--- src/rtl/mux31_pkg.sv ---
// mux31_pkg: shared definitions for the 3:1 selector path.
//   - SEL_IN1/SEL_IN2/SEL_IN3: mux select encodings for in1/in2/in3.
//   - arb_state_t: arbiter state encoding (IDLE, GRANT).
//   - gnt_to_sel(): one-hot grant -> mux select.
//   - idx_to_onehot(): requester index -> one-hot grant vector.
package mux31_pkg;

    localparam logic [1:0] SEL_IN1 = 2'b00;
    localparam logic [1:0] SEL_IN2 = 2'b01;
    localparam logic [1:0] SEL_IN3 = 2'b10;

    typedef enum logic {
        IDLE  = 1'b0,
        GRANT = 1'b1
    } arb_state_t;

    // An all-zero or malformed grant maps to SEL_IN1. Callers only pass
    // true one-hot values, so this default is never observed on `s`.
    function automatic logic [1:0] gnt_to_sel(input logic [2:0] g);
        logic [1:0] sel;
        case (g)
            3'b010:  sel = SEL_IN2;
            3'b100:  sel = SEL_IN3;
            default: sel = SEL_IN1;
        endcase
        return sel;
    endfunction

    function automatic logic [2:0] idx_to_onehot(input logic [1:0] idx);
        logic [2:0] oh;
        case (idx)
            2'd0:    oh = 3'b001;
            2'd1:    oh = 3'b010;
            default: oh = 3'b100;
        endcase
        return oh;
    endfunction

endpackage

--- src/rtl/arb31_if.sv ---
// arb31_if: request/grant bundle between the three requesters and arb31.
//   req       requester -> arbiter, level-held request (bit i = in(i+1))
//   gnt       arbiter -> requesters, one-hot grant or 000
//   s         arbiter -> mux, select of the current/most recent owner
//   busy      arbiter -> requesters, high while gnt is non-zero
//   state_dbg arbiter -> observers, current FSM state
// Handshake: a requester raises req and holds it; it owns the mux output
// on every cycle its gnt bit is high, and drops req when it is done. There
// is no separate ready/ack, gnt alone is the transfer qualifier.
// modport master: requester side.  modport slave: arbiter side.
interface arb31_if;
    import mux31_pkg::*;

    logic [2:0] req;
    logic [2:0] gnt;
    logic [1:0] s;
    logic       busy;
    arb_state_t state_dbg;

    modport master (output req, input gnt, input s, input busy, input state_dbg);
    modport slave  (input req, output gnt, output s, output busy, output state_dbg);

endinterface

--- src/rtl/rr_pick3.sv ---
// rr_pick3: combinational round-robin pick among three requesters.
//   req[2:0]     request vector
//   last[1:0]    most recent owner; search order is last+1, last+2, last (mod 3)
//   exclude[2:0] requesters masked out of this search
//   pick[1:0]    chosen index (equals last when nothing is found)
//   found        a candidate was chosen
module rr_pick3 (
    input  logic [2:0] req,
    input  logic [1:0] last,
    input  logic [2:0] exclude,
    output logic [1:0] pick,
    output logic       found
);

    logic [2:0] cand;
    logic [1:0] o0, o1, o2;

    always_comb begin
        cand = req & ~exclude;
        // Search order for each pointer value; last == 3 never occurs and
        // is folded onto last == 2.
        case (last)
            2'd0:    begin o0 = 2'd1; o1 = 2'd2; o2 = 2'd0; end
            2'd1:    begin o0 = 2'd2; o1 = 2'd0; o2 = 2'd1; end
            default: begin o0 = 2'd0; o1 = 2'd1; o2 = 2'd2; end
        endcase

        pick  = last;
        found = 1'b0;
        if (cand[o0]) begin
            pick  = o0;
            found = 1'b1;
        end else if (cand[o1]) begin
            pick  = o1;
            found = 1'b1;
        end else if (cand[o2]) begin
            pick  = o2;
            found = 1'b1;
        end
    end

endmodule

--- src/rtl/arb31.sv ---
// arb31: round-robin arbiter in front of the 3:1 mux.
//   clk   rising-edge clock
//   rst   synchronous active-high reset
//   bus   arb31_if.slave: req in; gnt, s, busy, state_dbg out (all registered)
// MAX_HOLD (1..15): cycles one owner may keep the grant while others wait.
module arb31
    import mux31_pkg::*;
#(
    parameter int unsigned MAX_HOLD = 4
) (
    input  logic   clk,
    input  logic   rst,
    arb31_if.slave bus
);

    localparam logic [3:0] HOLD_LAST = 4'(MAX_HOLD - 1);

    arb_state_t state;
    logic [1:0] owner;
    logic [1:0] last;
    logic [3:0] hold_cnt;
    logic [2:0] gnt_q;
    logic [1:0] s_q;
    logic       busy_q;

    logic [2:0] owner_oh;
    logic [2:0] others;
    logic [2:0] exclude;
    logic [1:0] pick;
    logic       found;
    logic       keep_owner;

    // One picker serves both cases: from IDLE nothing is excluded, in GRANT
    // the owner is excluded so the result is the handover/rotation target.
    always_comb begin
        owner_oh   = idx_to_onehot(owner);
        others     = bus.req & ~owner_oh;
        exclude    = (state == GRANT) ? owner_oh : 3'b000;
        keep_owner = bus.req[owner] && ((others == 3'b000) || (hold_cnt < HOLD_LAST));
    end

    rr_pick3 u_pick (
        .req     (bus.req),
        .last    (last),
        .exclude (exclude),
        .pick    (pick),
        .found   (found)
    );

    always_ff @(posedge clk) begin
        if (rst) begin
            state    <= IDLE;
            owner    <= 2'd0;
            last     <= 2'd2;
            hold_cnt <= 4'd0;
            gnt_q    <= 3'b000;
            s_q      <= SEL_IN1;
            busy_q   <= 1'b0;
        end else begin
            case (state)
                IDLE: begin
                    if (found) begin
                        state    <= GRANT;
                        owner    <= pick;
                        last     <= pick;
                        hold_cnt <= 4'd0;
                        gnt_q    <= idx_to_onehot(pick);
                        s_q      <= gnt_to_sel(idx_to_onehot(pick));
                        busy_q   <= 1'b1;
                    end
                end
                default: begin
                    if (keep_owner) begin
                        if (hold_cnt < HOLD_LAST) begin
                            hold_cnt <= hold_cnt + 4'd1;
                        end
                    end else if (found) begin
                        // Forced rotation or direct handover: no idle cycle.
                        owner    <= pick;
                        last     <= pick;
                        hold_cnt <= 4'd0;
                        gnt_q    <= idx_to_onehot(pick);
                        s_q      <= gnt_to_sel(idx_to_onehot(pick));
                    end else begin
                        // s_q is left alone so the mux output stays stable.
                        state    <= IDLE;
                        hold_cnt <= 4'd0;
                        gnt_q    <= 3'b000;
                        busy_q   <= 1'b0;
                    end
                end
            endcase
        end
    end

    assign bus.gnt       = gnt_q;
    assign bus.s         = s_q;
    assign bus.busy      = busy_q;
    assign bus.state_dbg = state;

endmodule
--- src/flat_wrapper.sv ---
// flat-port wrapper written by rule: the top's interface ports become plain ports
module arb31_flat import mux31_pkg::*;
#(
    parameter int unsigned MAX_HOLD = 4
)
  (clk, rst, bus_req, bus_gnt, bus_s, bus_busy, bus_state_dbg);
  arb31_if bus_i ();
  input  logic clk;
  input  logic rst;
  input wire logic [$bits(bus_i.req)-1:0] bus_req;
  output wire logic [$bits(bus_i.gnt)-1:0] bus_gnt;
  output wire logic [$bits(bus_i.s)-1:0] bus_s;
  output wire logic [$bits(bus_i.busy)-1:0] bus_busy;
  output wire logic [$bits(bus_i.state_dbg)-1:0] bus_state_dbg;
  assign bus_i.req = bus_req;
  assign bus_gnt = bus_i.gnt;
  assign bus_s = bus_i.s;
  assign bus_busy = bus_i.busy;
  assign bus_state_dbg = bus_i.state_dbg;
  arb31 #(.MAX_HOLD(MAX_HOLD)) u_core (.clk(clk), .rst(rst), .bus(bus_i));
endmodule
--- config.mk ---
export PLATFORM = sky130hd
export DESIGN_NAME = arb31_flat
export DESIGN_NICKNAME = d
export VERILOG_FILES = /design/src/rtl/mux31_pkg.sv /design/src/rtl/arb31_if.sv /design/src/rtl/rr_pick3.sv /design/src/rtl/arb31.sv /design/src/flat_wrapper.sv
export SDC_FILE = /design/constraint.sdc
export NUM_CORES = 1
export LEC_CHECK = 0
export CAP_MARGIN = 20
export CELL_PAD_IN_SITES_DETAIL_PLACEMENT = 2
export CELL_PAD_IN_SITES_GLOBAL_PLACEMENT = 2
export CORE_UTILIZATION = 25
export DETAILED_ROUTE_END_ITERATION = 6
export GPL_TIMING_DRIVEN = 0
export PLACE_DENSITY_LB_ADDON = 0.1
export SETUP_SLACK_MARGIN = 0.1
export SYNTH_ARGS = -nofsm -noshare
export SYNTH_HDL_FRONTEND = slang
export SYNTH_SLANG_ARGS = --single-unit
--- constraint.sdc ---
create_clock -name clk -period 3.4 [get_ports clk]
set_clock_uncertainty 0.05 [all_clocks]
set_input_delay 0.68 -clock clk [delete_from_list [all_inputs] [get_ports clk]]
set_output_delay 0.68 -clock clk [all_outputs]
set_load 0.05 [all_outputs]
Word-level counts from Yosys, hierarchy flattened
Cells that the tools add are included.
W data, S select, Z words.
{"block": "word_totals", "n_memories": 0, "out_inout_bits": 7, "romBits": 0, "latchBits": 0, "wordCells": 90, "register_bits": 15, "mem_bits_rw": 0}
{"block": "op_classes", "div_mod_pow": 0, "n_addsub": 1, "magnitude_cmp": 5, "n_shift": 0, "eq_ne": 10, "bitwise_logic": 4, "mux": 52, "n_reduce_logical": 11, "n_mul": 0}
{"cell": "$mux W3", "count": 10}
{"cell": "$mux W2", "count": 13}
{"cell": "$pmux W2 S2", "count": 5}
{"cell": "$mux W4", "count": 4}
{"cell": "$mux W1", "count": 14}
{"cell": "$lt A2 B3 Y1 const B", "count": 4}
{"cell": "$pmux W3 S2", "count": 2}
{"cell": "$bmux W1 S2", "count": 4}
{"cell": "$and A3 B3 Y3", "count": 2}
{"cell": "$eq A2 B1 Y1 const B", "count": 3}
{"cell": "$eq A3 B2 Y1 const B", "count": 2}
{"cell": "$eq A3 B3 Y1 const B", "count": 2}
{"cell": "$logic_not A2 Y1", "count": 3}
{"cell": "$not A3 Y3", "count": 2}
{"cell": "$reduce_and A2 Y1", "count": 3}
{"cell": "$add A4 B1 Y4 const B", "count": 1}
{"cell": "$lt A4 B2 Y1 const B", "count": 1}
{"cell": "$ne A2 B2 Y1 const B", "count": 2}
{"cell": "$logic_not A3 Y1", "count": 1}
{"cell": "$ne A3 B3 Y1 const B", "count": 1}
{"cell": "$reduce_and A3 Y1", "count": 1}
{"cell": "$reduce_bool A2 Y1", "count": 1}
{"cell": "$logic_and A1 B1 Y1", "count": 1}
{"cell": "$logic_or A1 B1 Y1", "count": 1}

Logic depth before layout (Yosys ltp)
Gate-level depths: netlist of run 1.
{"block": "depth", "word_depth": 21, "ltp_mapped": 6, "mapped_depth_nobuf": 5}

Hierarchy
From an unflattened synthesis of run 1, not the netlist that was laid out.
{"block": "unflattened", "hier_cells": 82, "area_unflattened_um2": 763.2}
{"mod": "arb31", "seq_area_each_um2": 280.3, "n_inst": 1, "cells_per_inst": 71, "area_per_inst_um2": 695.7}
{"mod": "rr_pick3", "seq_area_each_um2": 0.0, "n_inst": 1, "cells_per_inst": 11, "area_per_inst_um2": 67.6}

Least setup slack after synthesis of run 1
OpenSTA, ideal clock, no wires.
{"block": "synth_path", "kind": "input to register", "from": "in bus_req[0]", "to": "reg u_core.hold_cnt[0]", "path_slack_ps": 1336, "cell_stages": 6, "setup_time_ps": 74, "t_arrival_ps": 1939, "required_time_ps": 3276, "cell_sequence": "buf_2 > mux2i_1 > nor3b_2 > o311ai_2 > or4_1 > a31oi_1"}
{"block": "synth_via", "elab_chain_len": 8}
{"item": "from (decl)", "line_no": "flat_wrapper.sv:10", "source": "input wire logic [$bits(bus_i.req)-1:0] bus_req;"}
{"item": "$and A3 B3 Y3", "line_no": "rr_pick3.sv:19", "source": "cand = req & ~exclude;"}
{"item": "$bmux W1 S2", "line_no": "rr_pick3.sv:36", "source": "end else if (cand[o2]) begin"}
{"item": "$mux W1 (not written as such)", "line_no": "rr_pick3.sv:36"}
{"item": "$mux W1", "line_no": "rr_pick3.sv:36"}
{"item": "$mux W1", "line_no": "rr_pick3.sv:33", "source": "end else if (cand[o1]) begin"}
{"item": "$mux W1", "line_no": "rr_pick3.sv:30", "source": "if (cand[o0]) begin"}
{"item": "$reduce_bool A2 Y1 (no line)"}
{"item": "$reduce_and A2 Y1 (no line)"}
{"item": "to (signal assigned)", "line_no": "arb31.sv:75", "source": "hold_cnt <= hold_cnt + 4'd1;"}
{"item": "to (decl)", "line_no": "arb31.sv:21", "source": "logic [3:0] hold_cnt;"}
Parallel ways exist; a longest one is shown, timed or not. The select of a mux whose other input is x is not followed.
A chain may end at the register's enable or synchronous reset.

Worst setup path in the final report of run 1
{"block": "layout_path", "from": "in bus_req[2]", "to": "reg u_core.hold_cnt[0]"}
The elaborated chain is that of the path after synthesis.

==> results of run 1 <==
sequential cells by signal (all words and copies together) (netlist names):
register and cells:
u_core.hold_cnt 4, u_core.bus.gnt 3, u_core.owner 2, u_core.bus.busy 1, u_core.bus.s 1, u_core.bus.state_dbg 1, u_core.last 1
critical path, delay by kind of cell:
family                 cells  cell delay [ns]
buffers and inverters      1             0.62
AND/OR/NAND/NOR            1             0.46
AO/OA/AOI/OAI              3             0.69
multiplexers               1             0.12
area by class of cell:
type,instances,share of cell area [%]
well taps,30,4.425
repair buffers,9,10.62
multi-input cells,60,46.90
flip-flops and latches,13,30.68
plain buffers,4,2.950
inverters,3,1.327
clock buffers,4,3.097
where the power goes:
group          total [W]  switching [W]  internal, W
combinational   0.000161       0.000100    0.0000613
sequential      0.000186      0.0000165     0.000169
clock          0.0000953      0.0000499    0.0000454
total           0.000442       0.000166     0.000276
layer usage:
| metal | GRT usage (%) | part of all wire (%) | vias to the layer above |
|---|---|---|---|
| met5 | 0 | 0 | - |
| met4 | 8.974 | 2.0 | 0 |
| met3 | 2.500 | 2.6 | 4 |
| met2 | 21.89 | 45 | 11 |
| met1 | 20.00 | 50 | 329 |
| li1 | - | - | 332 |
worst paths after layout:
| kind | endpoint | cells past startpoint | slack, ns |
|---|---|---|---|
| min reg2reg | u_core.bus.gnt[1] | 2 | 0.44 |
| min | u_core.bus.gnt[1] | 2 | 0.44 |
| max reg2reg | u_core.hold_cnt[0] | 6 | 1.53 |
| max | u_core.hold_cnt[0] | 6 | 0.99 |
metrics by stage:
| stage | utilization, % | instance area (um2) | hold WS [ns] |
|---|---|---|---|
| detailed placement | 32.30 | 822.0 | 0.4159 |
| global route | 33.33 | 848.3 | 0.4672 |
| finish | 33.33 | 848.3 | 0.4356 |
| global placement | 32.30 | 822.0 | 0.3977 |
| CTS | 33.33 | 848.3 | 0.4413 |
| floorplan | - | 694.4 | 0.4132 |
placed cells by master, fill, tap and decap left out, drive strengths merged:
master         count
dfxtp             13
clkdlybuf4s50      9
nor2               7
nand2              6
clkbuf             5
a21oi              4
nand3              4
nor3b              4
inv                3
a31oi              3
buf                3
nor4               2
mux2i              2
a211oi             2
o21a               2
o32ai              2
o21ai              2
nor3               1
nand3b             1
o311a              1
o311ai             1
nand2b             1
and2               1
nor2b              1
o211a              1
and3               1
o211ai             1
a21bo              1
a21boi             1
and4               1
a311oi             1
nand4              1
or3                1
or4                1
a22o               1
a22oi              1
ha                 1
cell families (layout without fill, tap and decap cells):
family	count (synthesis)	after routing	synth area share, %
fa+ha+maj	1	1	1.802
flops	13	13	37.48
compound gates	24	24	26.31
mux	2	2	2.883
simple gates	33	33	26.31
buf+inv	7	20	5.225
==> impl_metrics.tcl, run 1 <==
set metrics [dict create \
    min_from "u_core.bus.gnt[1]" \
    die_w_um 54.71 \
    grt_pass1_vias 683 \
    dpl.cell_count 119 \
    fin_ws_ns 0.9888 \
    min_period_ns 2.411 \
    cp.required_ns 3.55 \
    slew_viol_final 0 \
    vdd_drop_max_mv 0.2511 \
    hold_viol 0 \
    ctsResizeCount 0 \
    yosys.area.top_type "dfxtp_1" \
    die_y_um 54.71 \
    multi_input_comb_area_um2 397.9 \
    fin_cells 123 \
    port_buffers 9 \
    setup_violations 0 \
    start_kind "primary input" \
    wl_um 1818 \
    place_hpwl_um 1379 \
    post-cts-setup-buffers 0 \
    vias 676 \
    synthCells 80 \
    synth-seq-area-share_pct 37.48 \
    nets 100 \
    vias_per_cell 5.496 \
    clk_pin_slew_ns 0.08 \
    cts.htree.levels 1 \
    pwr_density_cell_mw_per_mm2 521.4 \
    initial_utilization_pct 27.29 \
    critPathMaxStageDelay_ns 0.62 \
    drt_iter0_drc 3 \
    clock_sinks 13 \
    core-area_mm2 0.002545 \
    ant_nets 0 \
    path_cells "clkdlybuf4s50_1 > mux2i_1 > o21ai_1 > o311ai_2 > or4_1 > a31oi_1" \
    maxCapViolCount 0 \
    synthTopCellsByArea "dfxtp_1, nor2_1, nand2_1" \
    setup.worst_path.start "bus_req[2]" \
    numCtsBuffers 3 \
    clockBufferDepth 2 \
    crit_type "in -> reg" \
    status "finished clean" \
    synth_area_um2 694.4 \
    avgSynthCellArea_um2 8.680 \
    dr.pass1.iters 4 \
    yosysWarnings 0 \
    critPathSlowestCell "clkdlybuf4s50_1" \
    final-seq-area_um2 260.3 \
    end_kind "flip-flop" \
    dp_slack_ns 0.7124 \
    grt_use_total_pct 14.90 \
    cp_max_fo 7 \
    hp-class "reg -> reg" \
    yosysTopAreaCellShare_pct 37.48 \
    fmax_ghz 0.4147 \
    cts_root_buf "clkbuf_4" \
    synthArstFlopShare_pct 0 \
    synth_top_cells_by_count "dfxtp_1, nor2_1, nand2_1" \
    syn_to_final_growth_pct 22.16 \
    p_total_w 0.0004423 \
    die_area_mm2 0.002993 \
    crit_arrival_ns 2.56 \
    grt_start_max_net_pins 11 \
    synth_edf_count 0 \
    synth-seq-cells 13 \
    grt_pass1_wl_um 3063 \
    syn_nets 86 \
    finalCritPeriodShare_pct 70.92 \
    place.gp.congestion 0.7748 \
    io_pins 12 \
    grt_overflow_total 0 \
    reg2reg_from "u_core.owner[0]" \
    clk_latency_ns 0.27 \
    relSlewSlack_pct 46.64 \
    rows 18 \
    antenna_cells 0 \
    postCtsHoldBufs 0 \
    drc 0 \
    cts_tree "built" \
    fillers 303 \
    synthDistinctLibCells 39 \
    ys.flop_type "dfxtp_1" \
    rsz0062_at_grt "no" \
    drive_above_1_share_pct 9.677 \
    synth.most_common_cell "dfxtp_1" \
    tightest_slew_ns 0.7931 \
    wl_per_cell_um 14.78 \
    p_leak_nw 0.3107 \
    antenna_found_initial 0 \
    tns_ns 0 \
]
(Power assumes the default switching activity.)
==> inputs of run 2 (changes only) <==
clock period = 1.9 ns   (was 3.4 ns; I/O delays follow)
==> run 2 against run 1 <==
Net effect: clock-buffer cell count unchanged; sequential share of layout area shrank 2.1 points; core utilization is 3.0 points higher; global-route usage shrank 0.47 points; wire length increased by 3.5%; final cell count up 3.3%; critical path depth unchanged.
==> impl_metrics.tcl, run 2 (synthesis gave the netlist of run 1 again) <==
set metrics [dict create \
    fmax_ghz 0.5523 \
    clockBufferDepth 2 \
    cts_tree "built" \
    whs_ns 0.4279 \
    mostFrequentLayoutCell "dfxtp_1" \
    finalCritPeriodShare_pct 95.30 \
    slew_viol_final 0 \
    worst-r2r-cell-count 6 \
    multi_input_comb_area_um2 450.4 \
    grt_pass1_vias 661 \
    reg2reg_setup_slack_ns 0.09 \
    rows 18 \
    grt_use_total_pct 14.43 \
    fin_cells 127 \
    mostFrequentLayoutCells "dfxtp_1, dlygate4sd2_1, nor2_1, nand2_1" \
    port_buffers 9 \
    grt_pass1_wl_um 3036 \
    drive_above_1_share_pct 22.68 \
    initial_utilization_pct 27.29 \
    start_kind "flip-flop" \
    wl_per_cell_um 14.81 \
    core-area_mm2 0.002545 \
    hp-class "reg -> reg" \
    numCtsBuffers 3 \
    cp-endpoint "u_core.hold_cnt[0]" \
    die_area_mm2 0.002993 \
    nets 104 \
    clk_pin_slew_ns 0.08 \
    largest-register "u_core.hold_cnt" \
    vias 671 \
    cts_root_buf "clkbuf_4" \
    drt_iter0_drc 5 \
    grt_overflow_total 0 \
    cts.htree.levels 1 \
    min_period_ns 1.811 \
    die_y_um 54.71 \
    p_total_w 0.0008258 \
    crit_arrival_ns 1.96 \
    antenna_found_initial 0 \
    clock_sinks 13 \
    final-seq-area_um2 264.0 \
    maxCapViolCount 0 \
    crit_type "reg -> reg" \
    clk_latency_ns 0.27 \
    setup_violations 0 \
    relSlewSlack_pct 63.50 \
    status "finished clean" \
    place_hpwl_um 1396 \
    tightest_slew_ns 0.5430 \
    end_kind "flip-flop" \
    rsz0062_at_grt "yes" \
    ant_nets 0 \
    r2r-end "u_core.hold_cnt[0]" \
    pwr_density_cell_mw_per_mm2 893.1 \
    vias_per_cell 5.283 \
    setup.worst_path.start "u_core.owner[0]" \
    syn_to_final_growth_pct 33.15 \
    vdd_drop_max_mv 0.3479 \
    cp.required_ns 2.05 \
    cp_max_fo 5 \
    drc 0 \
    fillers 306 \
    reg2reg_from "u_core.owner[0]" \
    postCtsHoldBufs 0 \
    dpl.cell_count 119 \
    place.gp.congestion 0.7736 \
    die_w_um 54.71 \
    grt_start_max_net_pins 11 \
    io_pins 12 \
    p_leak_nw 0.3651 \
    dr.pass1.iters 2 \
    hold_viol 0 \
    largest_register_ffs 4 \
    hold_path_depth 1 \
    wl_um 1881 \
    antenna_cells 0 \
]
==> run 2: worst min path at each step <==
stage | from | slack [ns] | endpoint
floorplan | u_core.hold_cnt[1] | 0.41 | u_core.hold_cnt[1]
global placement | u_core.bus.s[0] | 0.40 | u_core.bus.s[0]
detailed placement | u_core.bus.s[0] | 0.42 | u_core.bus.s[0]
CTS | u_core.bus.s[0] | 0.43 | u_core.bus.s[0]
global route | u_core.bus.gnt[1] | 0.46 | u_core.bus.gnt[1]
finish | u_core.bus.s[0] | 0.43 | u_core.bus.s[0]
==> run 2: routing by layer <==
layer	global-route usage, %	part of all wire (%)	vias up	wire length (um)
li1	-	-	337	-
met1	19.64	48	325	908
met2	22.49	48	7	909
met3	1.667	2.7	2	50
met4	6.410	0.69	0	13
met5	0	0	-	0
==> run 2: area by class of cell <==
type | count | area share, %
Tap cell | 30 | 4.060
Clock buffer | 4 | 2.842
Timing Repair Buffer | 13 | 11.91
Inverter | 3 | 1.218
Multi-Input combinational cell | 60 | 48.71
Buffer | 4 | 2.706
Sequential cell | 13 | 28.55
==> run 2: report_power, final <==
group          switching, W  total [W]  leakage (nW)  internal [W]
Combinational      0.000194   0.000320         0.242      0.000126
Sequential        0.0000303   0.000335         0.108      0.000305
Clock             0.0000891   0.000170        0.0150     0.0000812
Total              0.000313   0.000826         0.365      0.000513
==> run 2: metrics by stage <==
stage / utilization [%] / area [um2] / setup TNS, ns / worst slack [ns]
after floorplan: - / 696.9 / 0 / 0.1563
after global placement: 32.40 / 824.5 / -3.847 / -0.4743
after detailed placement: 32.40 / 824.5 / -3.804 / -0.4788
after CTS: 33.83 / 860.8 / 0 / 0.007258
after global routing: 36.33 / 924.6 / 0 / 0.002600
final: 36.33 / 924.6 / 0 / 0.08925
==> run 2: repair_timing <==
item / 4_1_cts / 5_1_grt
setup endpoints to repair: 19 / 10
buffers inserted: 0 / 4
pin swaps: 0 / 3
resized for setup: 11 / 7
==> run 2: critical path, stage by stage, from the launching register on <==
cell and delay, ns:
dfxtp_2 0.33, buf_6 0.11, mux2i_4 0.22, nor3b_4 0.27, o311ai_4 0.13, or4_1 0.49
a31oi_1 0.14
==> inputs of run 3 (changes only) <==
REMOVE_ABC_BUFFERS = 1   (was default)
clock period = 2.05 ns   (was 1.9 ns; I/O delays follow)
==> run 3 against run 2 <==
Net effect: critical path depth is 5 lower; critical endpoint is now bus_gnt[1]; setup slack better by 0.085 ns; clock-buffer cell count stayed put; design area is 6.0% lower; power is 11% lower; final cell count is 4.7% lower; sequential cell count stayed put; register-to-register slack better by 0.13 ns; combinational power is 21% lower; global-route usage is 0.74 points higher; wire length hardly changed.
==> impl_metrics.tcl, run 3 (synthesis gave the netlist of run 1 again) <==
set metrics [dict create \
    p_leak_nw 0.3312 \
    numCtsBuffers 3 \
    relSlewSlack_pct 62.80 \
    final_util_pct 34.17 \
    drt_iter0_drc 2 \
    place.gp.congestion 0.7660 \
    nets 98 \
    p_int_w 0.0004527 \
    cp_top_family "buffers and inverters" \
    rsz0062_at_grt "yes" \
    min_period_ns 1.876 \
    pwr-share-clk_pct 22.0 \
    critPathSlowestCell "clkdlybuf4s50_1" \
    grt_start_max_net_pins 13 \
    worstHoldEndpoint "u_core.bus.s[0]" \
    status "finished clean" \
    crit_arrival_ns 1.42 \
    critPathBufInv 1 \
    slew_viol_final 0 \
    fmax_ghz 0.5330 \
    maxCapViolCount 0 \
    mostFrequentLayoutCell "dfxtp_1" \
    p_switching_w 0.0002811 \
    drc 0 \
    antenna_found_initial 0 \
    vias_per_cell 5.463 \
    wl_per_cell_um 15.54 \
    p_sw_share_pct 38.30 \
    clk_pin_slew_ns 0.08 \
    clockBufferDepth 2 \
    cp.required_ns 1.59 \
    dr.pass1.iters 4 \
    hp-class "reg -> reg" \
    largest-register "u_core.hold_cnt" \
    worst-r2r-cell-count 5 \
    clk_latency_ns 0.28 \
    die_y_um 54.71 \
    clock_sinks 13 \
    core-area_mm2 0.002545 \
    cts.htree.levels 1 \
    antenna_cells 0 \
    grt_pass1_wl_um 3132 \
    final-seq-area_um2 262.8 \
    fillers 292 \
    largest_register_ffs 4 \
    initial_utilization_pct 27.29 \
    multi_input_comb_area_um2 425.4 \
    rows 18 \
    cts_root_buf "clkbuf_4" \
    drive_above_1_share_pct 13.19 \
    syn_to_final_growth_pct 25.23 \
    mostFrequentLayoutCells "dfxtp_1, nor2_1, nand2_1" \
    path_cells "clkdlybuf4s50_1" \
    grt_overflow_total 0 \
    vdd_drop_max_mv 0.3671 \
    critPathMaxStageDelay_ns 0.80 \
    setup_violations 0 \
    grt_pass1_vias 654 \
    pwr_density_cell_mw_per_mm2 843.8 \
    hold_path_depth 1 \
    post-cts-setup-buffers 0 \
    min_from "u_core.bus.s[0]" \
    tightest_slew_ns 0.5534 \
    seq_power_share_pct 43.5 \
    end_kind "output port" \
    io_pins 12 \
    tns_ns 0 \
    reg2reg_from "u_core.owner[0]" \
    ant_nets 0 \
    crit_type "reg -> out" \
    wl_um 1880 \
    cp_max_fo 2 \
    hold_viol 0 \
    place_hpwl_um 1401 \
    p_comb_share_pct 34.5 \
    finalCritPeriodShare_pct 91.51 \
    postCtsHoldBufs 0 \
    port_buffers 11 \
    grt_use_total_pct 15.17 \
    r2r-end "u_core.hold_cnt[0]" \
    die_w_um 54.71 \
    cts_tree "built" \
    die_area_mm2 0.002993 \
    reg2reg_setup_slack_ns 0.22 \
    start_kind "flip-flop" \
    vias 661 \
]
-- run 3: routing by layer --
layer / share of wire [%] / vias up / track usage, %
met5: 0 / - / 0
met4: 0.53 / 0 / 3.846
met3: 2.4 / 2 / 5.000
met2: 50 / 8 / 26.31
met1: 47 / 324 / 17.62
li1: - / 327 / -
-- run 3: worst max path at each step --
stage                      start            endpoint  slack, ns  cells after the start
2_1_floorplan    u_core.owner[1]  u_core.hold_cnt[0]       0.09                      5
3_3_place_gp          bus_req[1]   u_core.bus.gnt[1]      -0.42                      6
3_5_place_dp          bus_req[1]   u_core.bus.gnt[0]      -0.46                      6
4_1_cts          u_core.bus.busy            bus_busy       0.14                      1
5_1_grt          u_core.owner[0]  u_core.hold_cnt[0]       0.06                      5
6_report       u_core.bus.gnt[1]          bus_gnt[1]       0.17                      1
-- run 3: cell type report --
type / instances / area share, %
sequential: 13 / 30.22
tap: 30 / 4.317
timing repair buffer: 11 / 12.23
clock buffer: 4 / 3.022
multi-input combinational: 60 / 48.92
inverter: 3 / 1.295
-- run 3: through the flow --
step	power, W	hold slack, ns	instance area, um2	cells	setup WS, ns
floorplan	0.0004868	0.4021	669.4	76	0.08624
global placement	0.0005722	0.4039	817.0	117	-0.4174
detailed placement	0.0005771	0.4067	817.0	117	-0.4593
CTS	0.0007508	0.4221	860.8	121	0.1368
global route	0.0007838	0.4565	869.6	121	0.05938
finish	0.0007337	0.4148	869.6	121	0.1740
-- run 3: repair_timing --
action                                  4_1_cts  5_1_grt
resized for setup                            10        3
gates cloned                                  0        0
endpoints found under the setup margin       14       11
-- run 3: power groups by stage --
stage          Clock (W)  Combinational [W]  Sequential (W)
6_report        0.000162           0.000253        0.000319
5_1_grt         0.000181           0.000277        0.000326
4_1_cts         0.000173           0.000257        0.000320
3_5_place_dp           0           0.000254        0.000324
3_3_place_gp           0           0.000250        0.000322
2_1_floorplan          0           0.000108        0.000378
